`src/rtl/vc_inflight_pkg.sv`:
```
// ---------------------------------------------------------------------------
// vc_inflight_pkg
// Shared constants for the in-flight request / response-drop controller.
//   CNT_W   : width of the outstanding-request and pending-drop counters
//   STATS_W : width of the optional dropped-response statistics counter
// ---------------------------------------------------------------------------
package vc_inflight_pkg;

    localparam int CNT_W   = 8;
    localparam int STATS_W = 32;

endpackage

```
`src/rtl/vc_updown_counter.sv`:
```
// ---------------------------------------------------------------------------
// vc_updown_counter
// Up/down counter with a synchronous load. Load has priority over inc/dec.
// Simultaneous inc and dec leave the count unchanged. Decrement saturates at
// zero. Increment wraps, which suits a free-running statistics counter.
// Callers that must not wrap keep inc low at the top of their range.
//
// Ports:
//   clk        : clock, rising edge
//   reset      : asynchronous active-low reset, clears the count
//   inc        : add one this cycle
//   dec        : subtract one this cycle (ignored at zero)
//   load       : replace the count with load_value
//   load_value : value taken when load is high
//   count      : registered count
// ---------------------------------------------------------------------------
module vc_updown_counter #(
    parameter int p_width = 8
) (
    input  logic               clk,
    input  logic               reset,
    input  logic               inc,
    input  logic               dec,
    input  logic               load,
    input  logic [p_width-1:0] load_value,
    output logic [p_width-1:0] count
);

    logic [p_width-1:0] r_count;
    logic [p_width-1:0] w_next;

    always_comb begin
        w_next = r_count;
        if (load) begin
            w_next = load_value;
        end else if (inc && !dec) begin
            w_next = r_count + 1'b1;
        end else if (dec && !inc && (r_count != '0)) begin
            w_next = r_count - 1'b1;
        end
    end

    always_ff @(posedge clk or negedge reset) begin
        if (!reset) begin
            r_count <= '0;
        end else begin
            r_count <= w_next;
        end
    end

    assign count = r_count;

endmodule

```
`src/rtl/vc_inflight_drop_ctrl.sv`:
```
// ---------------------------------------------------------------------------
// vc_inflight_drop_ctrl
// Tracks memory requests issued by a pipeline and, after a squash, commands
// a downstream drop unit to discard the responses of every request that was
// outstanding when the squash happened.
//
// Ports:
//   clk          : clock, rising edge
//   reset        : asynchronous active-low reset
//   squash       : pulse, discard responses of all outstanding requests
//   in_req_msg   : request message from the pipeline
//   in_req_val   : request valid from the pipeline
//   in_req_rdy   : request ready to the pipeline
//   out_req_msg  : request message to memory (pass-through)
//   out_req_val  : request valid to memory
//   out_req_rdy  : request ready from memory
//   resp_val     : response valid at the drop-unit input
//   resp_rdy     : response ready from the pipeline side
//   drop         : drop command for the current response
//   num_inflight : outstanding request count
//   num_dropped  : dropped-response count (only when the macro below is set)
//
// Build option: define VC_INFLIGHT_DROP_CTRL_STATS_EN to add num_dropped.
// ---------------------------------------------------------------------------
module vc_inflight_drop_ctrl
    import vc_inflight_pkg::*;
#(
    parameter int p_msg_nbits    = 32,
    parameter int p_max_inflight = 4
) (
    input  logic                   clk,
    input  logic                   reset,
    input  logic                   squash,
    input  logic [p_msg_nbits-1:0] in_req_msg,
    input  logic                   in_req_val,
    output logic                   in_req_rdy,
    output logic [p_msg_nbits-1:0] out_req_msg,
    output logic                   out_req_val,
    input  logic                   out_req_rdy,
    input  logic                   resp_val,
    input  logic                   resp_rdy,
    output logic                   drop,
    output logic [CNT_W-1:0]       num_inflight
`ifdef VC_INFLIGHT_DROP_CTRL_STATS_EN
    ,
    output logic [STATS_W-1:0]     num_dropped
`endif
);

    logic             w_full;
    logic             w_req_go;
    logic             w_resp_done;
    logic [CNT_W-1:0] w_pending;
    logic [CNT_W-1:0] w_inflight_next;

    assign w_full      = (num_inflight == CNT_W'(p_max_inflight));

    // Handshakes are gated with reset so nothing is offered while it is low.
    assign out_req_msg = in_req_msg;
    assign out_req_val = reset && in_req_val && !w_full;
    assign in_req_rdy  = reset && out_req_rdy && !w_full;
    assign w_req_go    = out_req_val && out_req_rdy;

    // A squash drops the response arriving in the same cycle, even if no
    // earlier squash left anything pending.
    assign drop        = reset && resp_val && ((w_pending != '0) || squash);
    assign w_resp_done = resp_val && (drop || resp_rdy);

    // Next in-flight count, needed here as the squash load value; saturates
    // at zero when a response shows up with nothing outstanding.
    always_comb begin
        w_inflight_next = num_inflight;
        if (w_req_go && !w_resp_done) begin
            w_inflight_next = num_inflight + 1'b1;
        end else if (!w_req_go && w_resp_done && (num_inflight != '0)) begin
            w_inflight_next = num_inflight - 1'b1;
        end
    end

    vc_updown_counter #(
        .p_width (CNT_W)
    ) u_inflight (
        .clk        (clk),
        .reset      (reset),
        .inc        (w_req_go),
        .dec        (w_resp_done),
        .load       (1'b0),
        .load_value ('0),
        .count      (num_inflight)
    );

    // On squash every request still owed a response after this edge
    // (including one issued now, excluding one retiring now) must be dropped.
    // Reloading rather than adding keeps repeated squashes from stacking.
    vc_updown_counter #(
        .p_width (CNT_W)
    ) u_pending (
        .clk        (clk),
        .reset      (reset),
        .inc        (1'b0),
        .dec        (drop),
        .load       (squash),
        .load_value (w_inflight_next),
        .count      (w_pending)
    );

`ifdef VC_INFLIGHT_DROP_CTRL_STATS_EN
    vc_updown_counter #(
        .p_width (STATS_W)
    ) u_dropped (
        .clk        (clk),
        .reset      (reset),
        .inc        (drop),
        .dec        (1'b0),
        .load       (1'b0),
        .load_value ('0),
        .count      (num_dropped)
    );
`endif

endmodule

```
`config.mk`:
```
export PLATFORM = sky130hd
export DESIGN_NAME = vc_inflight_drop_ctrl
export DESIGN_NICKNAME = d
export VERILOG_FILES = /design/src/rtl/vc_inflight_pkg.sv /design/src/rtl/vc_updown_counter.sv /design/src/rtl/vc_inflight_drop_ctrl.sv
export SDC_FILE = /design/constraint.sdc
export NUM_CORES = 1
export LEC_CHECK = 0
export BUFFER_PORTS_ARGS = -buffer_cell sky130_fd_sc_hd__buf_2
export CORE_MARGIN = 10
export CORE_UTILIZATION = 47
export CTS_BUF_LIST = sky130_fd_sc_hd__clkbuf_8
export DETAILED_ROUTE_END_ITERATION = 10
export PLACE_DENSITY_LB_ADDON = 0.05
export SYNTH_ARGS = -nofsm -noshare
export SYNTH_HDL_FRONTEND = slang
export SYNTH_HIERARCHICAL = 1
export SYNTH_SLANG_ARGS = --single-unit
export TNS_END_PERCENT = 100
```
`constraint.sdc`:
```
create_clock -name clk -period 2.9 [get_ports clk]
set_input_delay 0.725 -clock clk [delete_from_list [all_inputs] [get_ports clk]]
set_output_delay 0.725 -clock clk [all_outputs]
set_load 0.05 [all_outputs]
```
## Word level (Yosys, flattened, before mapping)

Cells that the tools add are included.

- Register bits: 16
- Memories: 0
- Latch bits: 0
- Input bits: 39
- Memory bits (read-only): 0
- Bits in writable memories: 0

- Reduce and logical (&&, ||, !) cells: 20
- $add $sub $neg: 3
- Multipliers: 0
- Equality and inequality tests: 1
- Shift operators: 0
- Order comparisons: 0
- Div/mod/pow operators: 0
- Multiplexer cells: 4
- Bitwise operators: 0

Operators with widths:

| cell | count |
|---|---|
| 2-to-1 mux 8 bit | 4 |
| nonzero test 8 bit | 2 |
| subtractor 8 x 1 -> 8 bit (second input constant) | 2 |
| logical AND 1 bit | 12 |
| adder 8 x 1 -> 8 bit (second input constant) | 1 |
| equality test 8 x 3 -> 1 bit (second input constant) | 1 |
| zero test 1 bit | 3 |
| logical OR 1 bit | 2 |
| nonzero test 2 bit | 1 |

## Longest topological paths before layout

- Depth in word-level cells: 10
- Mapped depth: 11
- Gate-level depth less buffers: 10

## By module

The synthesis kept the hierarchy.

By module, submodules not included:

| module | times used | area each (µm²) | cells each |
|---|---|---|---|
| vc_updown_counter | 2 | 773.2 | 80 |
| vc_inflight_drop_ctrl | 1 | 787.0 | 106 |

## Least setup slack after synthesis

OpenSTA, ideal clock, no wires.

- Path type: register to register
- Start: register u_inflight.r_count[1] (netlist: u_inflight/count[1])
- End: register u_inflight.r_count[3] (netlist: u_inflight/count[3])
- Cell stages (with the launch flop): 12
- Setup slack: -0.368 ns
- Arrival: 3.143 ns
- Path buffers: 1
- Cell sequence: dfrtp_1 inv_1 ha_1 and3b_1 buf_6 a21oi_1 nand2b_1 ha_1 a21o_1 a2111o_1 o221a_2 mux2_4

- Word-level cells in the longest chain between the ends: 9

Ends and longest elaborated chain:

| what | RTL line | source |
|---|---|---|
| start, declared | vc_updown_counter.sv:29 | `logic [p_width-1:0] r_count;` |
| start signal, assigned | vc_updown_counter.sv:47 | `r_count <= w_next;` |
| equality test 8 x 3 -> 1 bit * | vc_inflight_drop_ctrl.sv:56 | `assign w_full = (num_inflight == CNT_W'(p_max_inflight));` |
| zero test 1 bit * | vc_inflight_drop_ctrl.sv:60 | `assign out_req_val = reset && in_req_val && !w_full;` |
| logical AND 1 bit * | vc_inflight_drop_ctrl.sv:60 |  |
| logical AND 1 bit * | vc_inflight_drop_ctrl.sv:62 | `assign w_req_go = out_req_val && out_req_rdy;` |
| named net w_req_go | vc_inflight_drop_ctrl.sv:51 | `logic w_req_go;` |
| zero test 1 bit | vc_updown_counter.sv:38 | `end else if (dec && !inc && (r_count != '0)) begin` |
| logical AND 1 bit (2 in a row) | vc_updown_counter.sv:38 |  |
| 2-to-1 mux 8 bit | vc_updown_counter.sv:38 |  |
| 2-to-1 mux 8 bit * | vc_updown_counter.sv:36 | `end else if (inc && !dec) begin` |

The timed path passes the listed nets; every way through them passes the cells marked *.
A chain may end at the register's enable or synchronous reset.

## Worst setup path in the final report

- Start: register u_inflight.r_count[1] (netlist: u_inflight/count[1])
- End: register u_inflight.r_count[7] (netlist: u_inflight/count[7])

Same word-level chain as after synthesis.

==> out/summary.log <==
[finish] commonest non-fill, non-tap cells in the layout 24 x buf_4, 20 x nand2_1, 17 x ha_1, 17 x buf_2
[sta] TNS Setup 0 ps
[drt] drt first pass iters 8
[power] worst vdd ir 0.437 mV
[sta] Final Hold Viols 0
[clocking] number of instances resized during post-cts repair 0
[setup_path] Critical Path Source Type flop
[sta] unrepaired setup endpoints after global routing no
[clocking] CTS max path bufs 2
[drt] detail-routed via count per cell 5.66
[flow_run] max cap viols 0
[sta] Tightest Pin Transition 575 ps
[yosys] primary flip-flop cell chosen by synthesis mapping dfrtp_1
[power] Static Leak 1.09 nW
[finish] Multi-input gate area 0.00164 mm^2
[clocking] clock-pin slew on the worst setup and hold paths 70 ps
[drt] Final Routed Wirelength 5470 um
[grt] largest net degree at the start of global routing 21
[finish] Area Overhead vs Synth 6.17%
[power] total power divided by cell area 863 mW/mm^2
[setup_path] critical path data arrival time 2900 ps
[setup_path] critical path data required time 3060 ps
[clocking] clock tree from TritonCTS yes
[worst_hold_path] kind of path behind the tightest hold check in -> async
[clocking] CTS Buf Count 3
[floorplanning] core footprint 0.00475 mm^2
[finish] Final Core Density 0.521
[clocking] hold bufs inserted after CTS 0
[power] total power 2.14 mW
[setup_path] Critical Path, Cell by Cell inv_1, ha_1, and3b_1, a21oi_1, nand2b_2, ha_1, o211ai_1, o211a_1, o221a_1, a211oi_1
[grt] total global routing overflow 0
[setup_path] kind of end point of the critical path flop
[drt] DRC violation total after the first TritonRoute iteration 89
[placement] count of buffers from port buffering 17
[sta] total setup violations reported at the end of the flow 0
[yosys] total standard cell area after synthesis 0.00233 mm^2
[finish] final non-filler cell total 350
[clocking] source-to-sink clock delay at the later pin of the worst-skew pair 250 ps
[floorplanning] site row count 25
[setup_path] cell type of the slowest stage on the worst timing path dfrtp_4
[finish] number of nets in the layout 342
[grt] wire length of the first global-routing pass 9280 um
[sta] Worst Skew 0.755 ps
[yosys] number of standard cells after synthesis 266
[setup_path] Worst Path Max Fanout 7
[placement] total placed cells including tap cells 346
[clocking] number of H-tree levels 1
[setup_path] Critical Path Most Common Cell ha_1
[grt] number of global-route vias before repair 1956
[yosys] register bit count reported by yosys 16
[sta] worst rel slew slack 0.615
[drt] via count 1981
[finish] proportion of layout cells with a drive suffix above 1 0.258
[sta] Final min period 2740 ps
[yosys] Mapped Avg Cell Area 8.77 um^2
[drt] DRC 0
[yosys] cell types occupying the most area after synthesis dfrtp_1 17%, buf_4 10%, ha_1 9.1%, mux2_4 6.4%, a21oi_1 3.2%
[setup_path] category of the most critical setup path reg -> reg
[floorplanning] Chip Width 90.5 um
[yosys] number of synthesized flops with an enable pin 0
[yosys] register area share after synthesis 0.172
[placement] routability congestion estimate 0.809
[grt] initial antenna violation count 0
[finish] Antenna diodes 0
[grt] total global routing track utilization 0.131
[finish] total area of sequential cells 413 um^2
[clocking] clk sinks 16
[clocking] total setup buffers inserted after CTS 0
[yosys] top cell type's share of synthesized area 0.172
[run_status] status finished, final reports clean
[yosys] library cells used by synthesis 57
[floorplanning] Die ar. 0.00818 mm^2
[clocking] Root Driver clkbuf_8
[sta] number of max-slew violations in the final report 0
[finish] number of fillers in the final layout 491
[drt] Routed WL per cell 15.6 um
[yosys] share of flip-flops with an asynchronous set or reset 1.00
[sta] share of the clock period used by the worst path after layout 0.946
[floorplanning] die extent in y 90.5 um
[placement] post-detail-place hpwl 4360 um
[floorplanning] io pins 82
[sta] maximum clock rate 0.365 GHz
[finish] most common cell after layout, fill and taps aside buf_4
[yosys] yosys synthesis warning count 6
[setup_path] highest cell delay on the worst timing path 400 ps
[drt] final antenna-violating net count 0
[floorplanning] initial core utilization 0.491
[yosys] dominant cell type by area after synthesis dfrtp_1
logic make-up after synthesis:
kind of cell,count (synthesis),synth area share
fa+ha+maj,19,0.108
xor+xnor,8,0.0300
buf+inv,48,0.150
simple gates,82,0.206
flops,16,0.172
compound gates,78,0.250
other cells,1,0.00161
mux,14,0.0815
final timing paths:
check	start	endpoint	slack, ps	cells after the start
worst max register to register	u_inflight/count[1]$_DFFE_PN0P_	u_inflight/count[7]$_DFFE_PN0P_	160	10
worst max-delay path	u_inflight/count[1]$_DFFE_PN0P_	u_inflight/count[7]$_DFFE_PN0P_	160	10
min in group clk	u_pending/count[3]$_DFFE_PN0P_	u_pending/count[3]$_DFFE_PN0P_	620	1
worst min register to register	u_pending/count[3]$_DFFE_PN0P_	u_pending/count[3]$_DFFE_PN0P_	620	1
max in group asynchronous	reset	u_inflight/count[0]$_DFFE_PN0P_	2310	2
worst min-delay path	reset	u_pending/count[0]$_DFFE_PN0P_	420	2
synth_stat cells, types with 2 or more instances:
| library cell | count |
|---|---|
| buf_6 | 5 |
| or2_1 | 2 |
| a22o_1 | 3 |
| o21a_1 | 2 |
| o22ai_1 | 2 |
| o221a_2 | 4 |
| a41oi_1 | 2 |
| mux2_4 | 10 |
| nor3b_1 | 4 |
| mux2i_1 | 4 |
| nand3_1 | 4 |
| nor3_1 | 11 |
| and3_1 | 5 |
| a2111o_1 | 2 |
| o31ai_1 | 3 |
| nand2b_1 | 6 |
| a21oi_1 | 15 |
| o32ai_1 | 2 |
| o21ai_0 | 8 |
| and2_1 | 2 |
| fa_1 | 2 |
| buf_4 | 32 |
| a211oi_1 | 6 |
| nor2_1 | 11 |
| o211a_1 | 4 |
| o211ai_1 | 7 |
| nor4b_1 | 2 |
| nand2_1 | 20 |
| a21o_1 | 8 |
| nor4_1 | 5 |
| dfrtp_1 | 16 |
| a31oi_1 | 3 |
| inv_1 | 6 |
| ha_1 | 17 |
| xnor2_1 | 7 |
| o221a_1 | 2 |
| clkbuf_1 | 2 |
flip-flops by register name, summed over array words and instances (netlist names):
register,count
u_inflight/count,8
u_pending/count,8
worst max-delay path: cells and delay by family, from the launching register on:
| family | cells | cell delay [ps] |
|---|---|---|
| compound gates | 5 | 1200 |
| simple gates | 2 | 360 |
| flops | 1 | 400 |
| buf+inv | 1 | 90 |
| fa+ha+maj | 2 | 600 |
where the power goes:
part,switching (mW),internal (mW)
clock network,0.0803,0.120
registers,0.132,0.327
logic,0.823,0.657
total,1.03,1.10
cell type report:
type | instances | share of cell area
Timing Repair Buffer | 41 | 0.107
Multi-Input combinational cell | 216 | 0.661
Tap cell | 67 | 0.0338
Clock buffer | 4 | 0.0222
Inverter | 6 | 0.00909
Sequential cell | 16 | 0.167
layer usage:
| metal | track usage | up-vias | share of wire |
|---|---|---|---|
| li1 | - | 997 | - |
| met1 | 0.161 | 941 | 0.47 |
| met5 | 0 | - | 0 |
| met2 | 0.229 | 33 | 0.49 |
| met4 | 0.0385 | 0 | 0.012 |
| met3 | 0.0191 | 10 | 0.026 |
through the flow:
stage / area, um^2 / hold WS, ps / setup WS, ps
after floorplan: 2400 / 429 / 14.5
after global placement: 2420 / 618 / 68.8
after detailed placement: 2420 / 602 / 1.09
after CTS: 2480 / 433 / 166
after global routing: 2480 / 443 / 6.80
final: 2480 / 422 / 158
Power figures use the tool's default switching activity.
